## src/rtl/board_clock_enable_gen_pkg.sv

```systemverilog
// Shared types and constants for the board clock-enable generator.
// Holds the pause FSM encoding, the fixed divisors and the pulse-offset helpers.
package board_clock_pkg;

    typedef enum logic [1:0] {
        RUN    = 2'd0,
        DRAIN  = 2'd1,
        PAUSED = 2'd2
    } pause_state_e;

    localparam int BASE_FREQ_KHZ = 107400;
    localparam int DIV_21M       = 5;
    localparam int DIV_10M       = 10;

    // Prescaler values whose registered decode places the CPU rise/fall pulse.
    function automatic int rise_offset(input int base_div);
        return base_div - 1;
    endfunction

    function automatic int fall_offset(input int base_div);
        return (base_div / 2) - 1;
    endfunction

endpackage

```

## src/rtl/board_clock_enable_gen_reset_hold.sv

```systemverilog
// Saturating hold counter that releases an active-low reset after HOLD strobes.
// QUAL low clears both the count and the released output.
module reset_hold_counter #(
    parameter int HOLD = 16
) (
    input  logic CLK,
    input  logic RESET_n,
    input  logic EN,
    input  logic QUAL,
    output logic DONE_n
);

    localparam int CW = $clog2(HOLD + 1);

    logic [CW-1:0] r_count;
    logic          r_done_n;

    always_ff @(posedge CLK) begin
        if (!RESET_n) begin
            r_count  <= '0;
            r_done_n <= 1'b0;
        end else if (!QUAL) begin
            r_count  <= '0;
            r_done_n <= 1'b0;
        end else begin
            if (EN && (r_count != CW'(HOLD))) begin
                r_count <= r_count + 1'b1;
            end
            r_done_n <= (r_count == CW'(HOLD));
        end
    end

    assign DONE_n = r_done_n;

endmodule

```

## src/rtl/board_clock_enable_gen.sv

```systemverilog
// Divides the 107.4 MHz base clock into phase-aligned enables, a 1 kHz tick,
// sequenced system/video resets and a CPU-boundary pause handshake.
module board_clock_enable_gen
    import board_clock_pkg::*;
#(
    parameter int BASE_DIV    = 30,
    parameter int TICK_DIV    = BASE_FREQ_KHZ,
    parameter int RST_HOLD    = 16,
    parameter int SYNC_STAGES = 2
) (
    input  logic CLK,
    input  logic RESET_n,
    input  logic TMDS_READY,
    input  logic PAUSE_REQ,
    output logic PAUSE_ACK,
    output logic EN_21M,
    output logic EN_10M,
    output logic EN_3M58_R,
    output logic EN_3M58_F,
    output logic CLK_3M58,
    output logic TICK_1K,
    output logic SYS_RESET_n,
    output logic VID_RESET_n
);

    localparam int PW       = $clog2(BASE_DIV);
    localparam int RISE_OFS = rise_offset(BASE_DIV);
    localparam int FALL_OFS = fall_offset(BASE_DIV);

    pause_state_e           r_state;
    logic                   r_ack;
    logic [PW-1:0]          r_pcnt;
    logic [3:0]             r_c10;
    logic [16:0]            r_tcnt;
    logic [SYNC_STAGES-1:0] r_sync;
    logic                   r_en_21m;
    logic                   r_en_10m;
    logic                   r_en_r;
    logic                   r_en_f;
    logic                   r_clk;
    logic                   r_tick;

    logic w_frozen;
    logic w_dec_21m;
    logic w_dec_10m;
    logic w_dec_r;
    logic w_dec_f;
    logic w_tmds_ok;
    logic w_sys_done_n;
    logic w_vid_done_n;

    // r_c10 runs in lockstep with r_pcnt (BASE_DIV is a multiple of 10),
    // so the fast enables decode from a 4-bit counter instead of a modulo.
    assign w_frozen  = (r_state == PAUSED);
    assign w_dec_r   = !w_frozen && (r_pcnt == PW'(RISE_OFS));
    assign w_dec_f   = !w_frozen && (r_pcnt == PW'(FALL_OFS));
    assign w_dec_10m = !w_frozen && (r_c10 == 4'(DIV_10M - 1));
    assign w_dec_21m = !w_frozen && ((r_c10 == 4'(DIV_21M - 1)) || (r_c10 == 4'(DIV_10M - 1)));
    assign w_tmds_ok = r_sync[SYNC_STAGES-1];

    // Pause handshake: the requester holds PAUSE_REQ high until PAUSE_ACK is
    // seen. ACK rises with the CPU rise pulse that ends the drain and falls on
    // the edge REQ is seen low; dropping REQ before ACK cancels the request.
    always_ff @(posedge CLK) begin
        if (!RESET_n) begin
            r_state <= RUN;
            r_ack   <= 1'b0;
        end else begin
            case (r_state)
                RUN: begin
                    if (PAUSE_REQ) r_state <= DRAIN;
                end
                DRAIN: begin
                    if (!PAUSE_REQ) begin
                        r_state <= RUN;
                    end else if (w_dec_r) begin
                        r_state <= PAUSED;
                        r_ack   <= 1'b1;
                    end
                end
                PAUSED: begin
                    if (!PAUSE_REQ) begin
                        r_state <= RUN;
                        r_ack   <= 1'b0;
                    end
                end
                default: begin
                    r_state <= RUN;
                    r_ack   <= 1'b0;
                end
            endcase
        end
    end

    always_ff @(posedge CLK) begin
        if (!RESET_n) begin
            r_pcnt <= '0;
            r_c10  <= '0;
        end else if (!w_frozen) begin
            r_pcnt <= (r_pcnt == PW'(BASE_DIV - 1)) ? '0 : r_pcnt + 1'b1;
            r_c10  <= (r_c10 == 4'(DIV_10M - 1)) ? '0 : r_c10 + 1'b1;
        end
    end

    always_ff @(posedge CLK) begin
        if (!RESET_n) begin
            r_en_21m <= 1'b0;
            r_en_10m <= 1'b0;
            r_en_r   <= 1'b0;
            r_en_f   <= 1'b0;
            r_clk    <= 1'b0;
        end else begin
            r_en_21m <= w_dec_21m;
            r_en_10m <= w_dec_10m;
            r_en_r   <= w_dec_r;
            r_en_f   <= w_dec_f;
            if (w_dec_r) begin
                r_clk <= 1'b1;
            end else if (w_dec_f) begin
                r_clk <= 1'b0;
            end
        end
    end

    // The millisecond tick keeps running through a pause.
    always_ff @(posedge CLK) begin
        if (!RESET_n) begin
            r_tcnt <= '0;
            r_tick <= 1'b0;
        end else begin
            r_tcnt <= (r_tcnt == 17'(TICK_DIV - 1)) ? '0 : r_tcnt + 1'b1;
            r_tick <= (r_tcnt == 17'(TICK_DIV - 1));
        end
    end

    always_ff @(posedge CLK) begin
        if (!RESET_n) begin
            r_sync <= '0;
        end else begin
            r_sync <= {r_sync[SYNC_STAGES-2:0], TMDS_READY};
        end
    end

    reset_hold_counter #(.HOLD(RST_HOLD)) u_sys_hold (
        .CLK     (CLK),
        .RESET_n (RESET_n),
        .EN      (w_dec_r),
        .QUAL    (1'b1),
        .DONE_n  (w_sys_done_n)
    );

    reset_hold_counter #(.HOLD(RST_HOLD)) u_vid_hold (
        .CLK     (CLK),
        .RESET_n (RESET_n),
        .EN      (w_dec_r),
        .QUAL    (w_tmds_ok & w_sys_done_n),
        .DONE_n  (w_vid_done_n)
    );

    assign PAUSE_ACK   = r_ack;
    assign EN_21M      = r_en_21m;
    assign EN_10M      = r_en_10m;
    assign EN_3M58_R   = r_en_r;
    assign EN_3M58_F   = r_en_f;
    assign CLK_3M58    = r_clk;
    assign TICK_1K     = r_tick;
    assign SYS_RESET_n = w_sys_done_n;
    assign VID_RESET_n = w_vid_done_n;

endmodule
```

## config.mk

```make
export PLATFORM = sky130hd
export DESIGN_NAME = board_clock_enable_gen
export DESIGN_NICKNAME = d
export VERILOG_FILES = /design/src/rtl/board_clock_enable_gen_pkg.sv /design/src/rtl/board_clock_enable_gen_reset_hold.sv /design/src/rtl/board_clock_enable_gen.sv
export SDC_FILE = /design/constraint.sdc
export NUM_CORES = 1
export LEC_CHECK = 0
export CORE_MARGIN = 3
export CORE_UTILIZATION = 65
export CTS_BUF_LIST = sky130_fd_sc_hd__clkbuf_4 sky130_fd_sc_hd__clkbuf_8
export CTS_CLUSTER_SIZE = 24
export DETAILED_ROUTE_END_ITERATION = 10
export GPL_TIMING_DRIVEN = 1
export PLACE_DENSITY_LB_ADDON = 0.25
export SETUP_SLACK_MARGIN = 0.15
export SLEW_MARGIN = 20
export SYNTH_ARGS = -nofsm -noshare
export SYNTH_HDL_FRONTEND = slang
export SYNTH_SLANG_ARGS = --single-unit
```

## constraint.sdc

```tcl
create_clock -name CLK -period 2.3 [get_ports CLK]
set_input_delay 0.69 -clock CLK [delete_from_list [all_inputs] [get_ports CLK]]
set_output_delay 0.69 -clock CLK [all_outputs]
set_load 0.005 [all_outputs]
```

After elaboration in Yosys (flattened, before gate mapping)
Cells that the tools add are included. W data, S select, Z words.

Flip-flop bits (word level): 49. Input bits: 4. Output and inout bits: 9. Logic and storage cells: 67.

Add/subtract/negate cells: 5. Equal/unequal tests: 16. Multiplexer cells: 13. Bitwise operators: 3. Reduce and logical (&&, ||, !) cells: 14.

Operators with widths (number): $add A17 B1 Y17 const B (1); $eq A17 B17 Y1 const B (1); $add A5 B1 Y5 const B (3); $eq A5 B5 Y1 const B (3); $ne A5 B5 Y1 const B (2); $mux W2 (4); $logic_and A1 B1 Y1 (6); $ne A2 B2 Y1 const B (3); $pmux W2 S3 (1); $eq A5 B4 Y1 const B (1); $mux W1 (5); $mux W5 (1); $add A4 B1 Y4 const B (1); $eq A4 B3 Y1 const B (1); $eq A4 B4 Y1 const B (1); $mux W4 (1); $reduce_and A4 Y1 (1); $ne A3 B2 Y1 const B (1); $pmux W1 S3 (1); $reduce_and A3 Y1 (1); $eq A2 B1 Y1 const B (1); $eq A2 B2 Y1 const B (1); $logic_not A2 Y1 (1); $ne A2 B1 Y1 const B (1); 7 further kinds (8).

Logic depth before layout (Yosys ltp)
Depth after elaboration: 6. Gate-level depth with buffers: 7. Mapped depth without buffers: 6.

Cells and area by module
Synthesis repeated with hierarchy kept, for this count alone.

Cell total of the unflattened synthesis: 230. Area total of the unflattened synthesis: 2138.3 um^2.

By module, submodules not included: board_clock_enable_gen (instances 1, cells each 172, area each 1577.8 um^2, sequential area each 740.7 um^2); reset_hold_counter (instances 2, cells each 29, area each 280.3 um^2, sequential area each 120.1 um^2).

Worst setup path before layout
Ideal clock, no wire load.

Kind: register -> register. From: register r_tcnt[10]. To: register r_tcnt[15]. Setup time: 0.115 ns. Arrival: 1.444 ns. Data required time: 2.185 ns. Setup slack: 0.741 ns. Cell stages (with the launch flop): 5. Path buffers: 1. Period minus slack after synthesis: 1.559 ns. Cell sequence: dfxtp_1 > or3_1 > o41ai_4 > buf_6 > nor2_1.

Longest elaborated chain between the ends: 2. Elaborated cells between the ends (all ways): 3. Classes of those cells: 1 x add/sub; 1 x eq/ne; 1 x reduce/logical.

Ends and longest elaborated chain: start, declared (RTL line board_clock_enable_gen.sv:34) `logic [16:0] r_tcnt;`; start signal, assigned (RTL line board_clock_enable_gen.sv:131) `r_tcnt <= (r_tcnt == 17'(TICK_DIV - 1)) ? '0 : r_tcnt + 1'b1;`; parallel branches: the longest is 2 deep, another holds $add A17 B1 Y17.

Several ways; the timed one is not identified. A chain may end at the register's enable or synchronous reset.

Final worst setup path
From: register r_tcnt[14]. To: register r_tcnt[13].

Longest elaborated chain between the ends: 2.

Ends and longest elaborated chain (RTL line): $eq A17 B17 Y1 (board_clock_enable_gen.sv:131); $reduce_or A2 Y1 (no source line).

No other way between the ends.

==> flow_metrics.tcl <==
set metrics [dict create \
    worstHoldPathCells 1 \
    gp_congestion 0.8340 \
    die-area_um2 3986 \
    leakagePower_uw 0.0008690 \
    routedWlPerCell_um 12.33 \
    period_minus_slack_ns 1.967 \
    crit_fanout 16 \
    wirelength_met1_um 1716 \
    cts.sinks 49 \
    diodes 0 \
    highest_layer "met4" \
    routed-wl-met3_um 178 \
    r2r_cells 4 \
    route.detailed.drc 0 \
    cts_tree "yes" \
    antenna_left 0 \
    clkTransAtPathRegs_ns 0.13 \
    regToRegStartpoint "r_tcnt[14]" \
    setup-tns-final_ns 0 \
    layout.nets 257 \
    cts_buffer_depth 2 \
    hold_end "r_sync[1]" \
    hold_viol 0 \
    layout_common_cells "dfxtp_1, nor2_1, xnor2_1, and2_1" \
    final_common_cell "dfxtp_1" \
    dpl.hpwl_um 2599 \
    initial_utilization_pct 68.94 \
    rsz0062_at_grt "false" \
    yosysWarnings 0 \
    cp-start-kind "flip-flop" \
    synth_fp_nets 240 \
    totalWireLength_um 3576 \
    overflow 0 \
    dr.pass1.iters 4 \
    num_vias 1580 \
    cts-buffers-inserted 5 \
    core_area_um2 3078 \
    rrSetupSlack_ns 0.33 \
    grt_util_all_layers_pct 20.35 \
    drive_gt1_share_pct 6.098 \
    synthesis.area_um2 2122 \
    synth_area_leader_cell "dfxtp_1" \
    synth.ff_latch_count 49 \
    die_w_um 63.14 \
    vias_per_cell 5.448 \
    timing.fmax_mhz 508.4 \
    status "finished clean" \
    seq_area_frac_synth_pct 46.23 \
    synth_area_leaders "dfxtp_1, xnor2_1, nor2_1, ha_1, and2_1" \
    min_period_over_period_pct 85.52 \
    worstSetupPathType "flip-flop to flip-flop" \
    grt_pass1_vias 1451 \
    antenna_found_initial 0 \
    startpoint "r_tcnt[14]" \
    grt_max_degree 17 \
    yosysUniqueCellTypes 36 \
    maxSlewViolCount 0 \
    arrival_ns 2.18 \
    grt_first_pass_wirelength_um 6403 \
    cts_setup_buffers 0 \
    p_per_area_nw_per_um2 578.0 \
    post_cts_resized 0 \
    worst_pin_slew_ns 0.8759 \
    drt_iter0_drc 80 \
    netlist.area_leader.share_pct 46.23 \
    cp.required_ns 2.51 \
    portBuffers 12 \
    avgSynthCellArea_um2 9.307 \
    wl_met2_um 1586 \
    clk_latency_ns 0.36 \
    final_cell_area_um2 2365 \
    boundaryPins 13 \
    final_util_pct 76.83 \
    skew_ns 0.01127 \
    cp-end-kind "flip-flop" \
    r2r-end "r_tcnt[13]" \
    setup_slack_ns 0.3331 \
    die_y_um 63.14 \
    max_cap_viol_count 0 \
    holdWs_ns 0.4640 \
    min-delay-start "r_sync[0]" \
    placementRows 20 \
    cts-root-buf "clkbuf_4" \
    cts_hold_buf 0 \
    syn_inst 228 \
    min_path_type "flip-flop to flip-flop" \
    finalSetupViolations 0 \
    place_area_um2 2295 \
    area_growth_pct 11.44 \
    place_ws_ns 0.2805 \
    htreeDepth 2 \
    peakVddDrop_v 0.0004479 \
    timing.max_slew.rel_slack_pct 41.41 \
]
==> kinds of logic after synthesis <==
| family | share of synthesized area (%) |
|---|---|
| buffers and inverters | 3.479 |
| and+or+nand+nor | 28.07 |
| DFF | 46.23 |
| adders and majority gates | 4.717 |
| AOI/OAI and AO/OA | 4.953 |
| muxes | 1.415 |
| xor gates and xnor gates | 11.14 |
==> sequential cells by signal, indices dropped and copies added (netlist names), 2 cells and up <==
name	count
u_sys_hold.r_count	5
u_vid_hold.r_count	5
r_c10	4
r_state	2
r_pcnt	5
r_tcnt	17
r_sync	2
==> per-layer routing <==
| metal | up-vias | global-route usage (%) |
|---|---|---|
| met2 | 38 | 30.70 |
| li1 | 811 | - |
| met3 | 9 | 6.595 |
| met4 | 0 | 9.091 |
| met5 | - | 0 |
| met1 | 722 | 26.47 |
==> report_power, final <==
part           internal, uW  switching [uW]  total (uW)
Clock                   178             251         429
Combinational          27.0            28.5        55.5
Sequential              864            18.0         882
==> critical path, cell delays in order (launching register included) <==
cell      delay [ns]
dfxtp_1         0.37
nor4_1          0.31
nand3b_1        0.18
o41ai_4         0.85
nor2_1          0.12
==> synthesized netlist by cell type <==
master      n
nand4_1    12
and3_1      3
or3b_2      1
nand2_1    12
ha_1        8
nand2b_1    2
buf_2       2
and3b_1     1
or2_2       1
xor2_1      9
nand4b_1    1
nor2_1     31
nand3_1     9
dfxtp_1    49
and4b_1     1
nor2b_1     4
nor4_1      7
a21oi_1     1
nand3b_1    2
mux2i_1     3
and2_1     13
nor4bb_1    1
nor3b_1     1
or3_1       2
inv_1      11
a21boi_0    4
and4_1      1
nand4bb_1   1
buf_1       1
buf_6       1
a211oi_1    3
xnor2_1    18
o21ai_0     4
o41ai_4     1
nor3_1      5
clkbuf_1    2
==> per-stage QoR <==
| step | cells | power, uW |
|---|---|---|
| after global routing | 290 | 1435 |
| after CTS | 290 | 1391 |
| after detailed placement | 282 | 956.7 |
| after global placement | 282 | 952.5 |
| final | 290 | 1367 |
| after floorplan | 228 | 935.8 |
==> cell type report <==
cell class                      instances  area [um^2]
Fill cell                             220        713.2
Multi-Input combinational cell        162         1067
Tap cell                               44        55.05
Timing Repair Buffer                   16        150.1
Sequential cell                        49        980.9
Clock inverter                          1        5.005
Inverter                               11        41.29
Clock buffer                            7        65.06
==> how the worst max path moves through the flow <==
stage | slack, ns | end
floorplan | 0.74 | r_tcnt[15]
CTS | 0.35 | r_tcnt[13]
global placement | 0.36 | r_tcnt[4]
global route | 0.21 | r_tcnt[3]
detailed placement | 0.28 | r_tcnt[12]
finish | 0.33 | r_tcnt[13]
No activity file was read; power rests on OpenSTA's default activity.
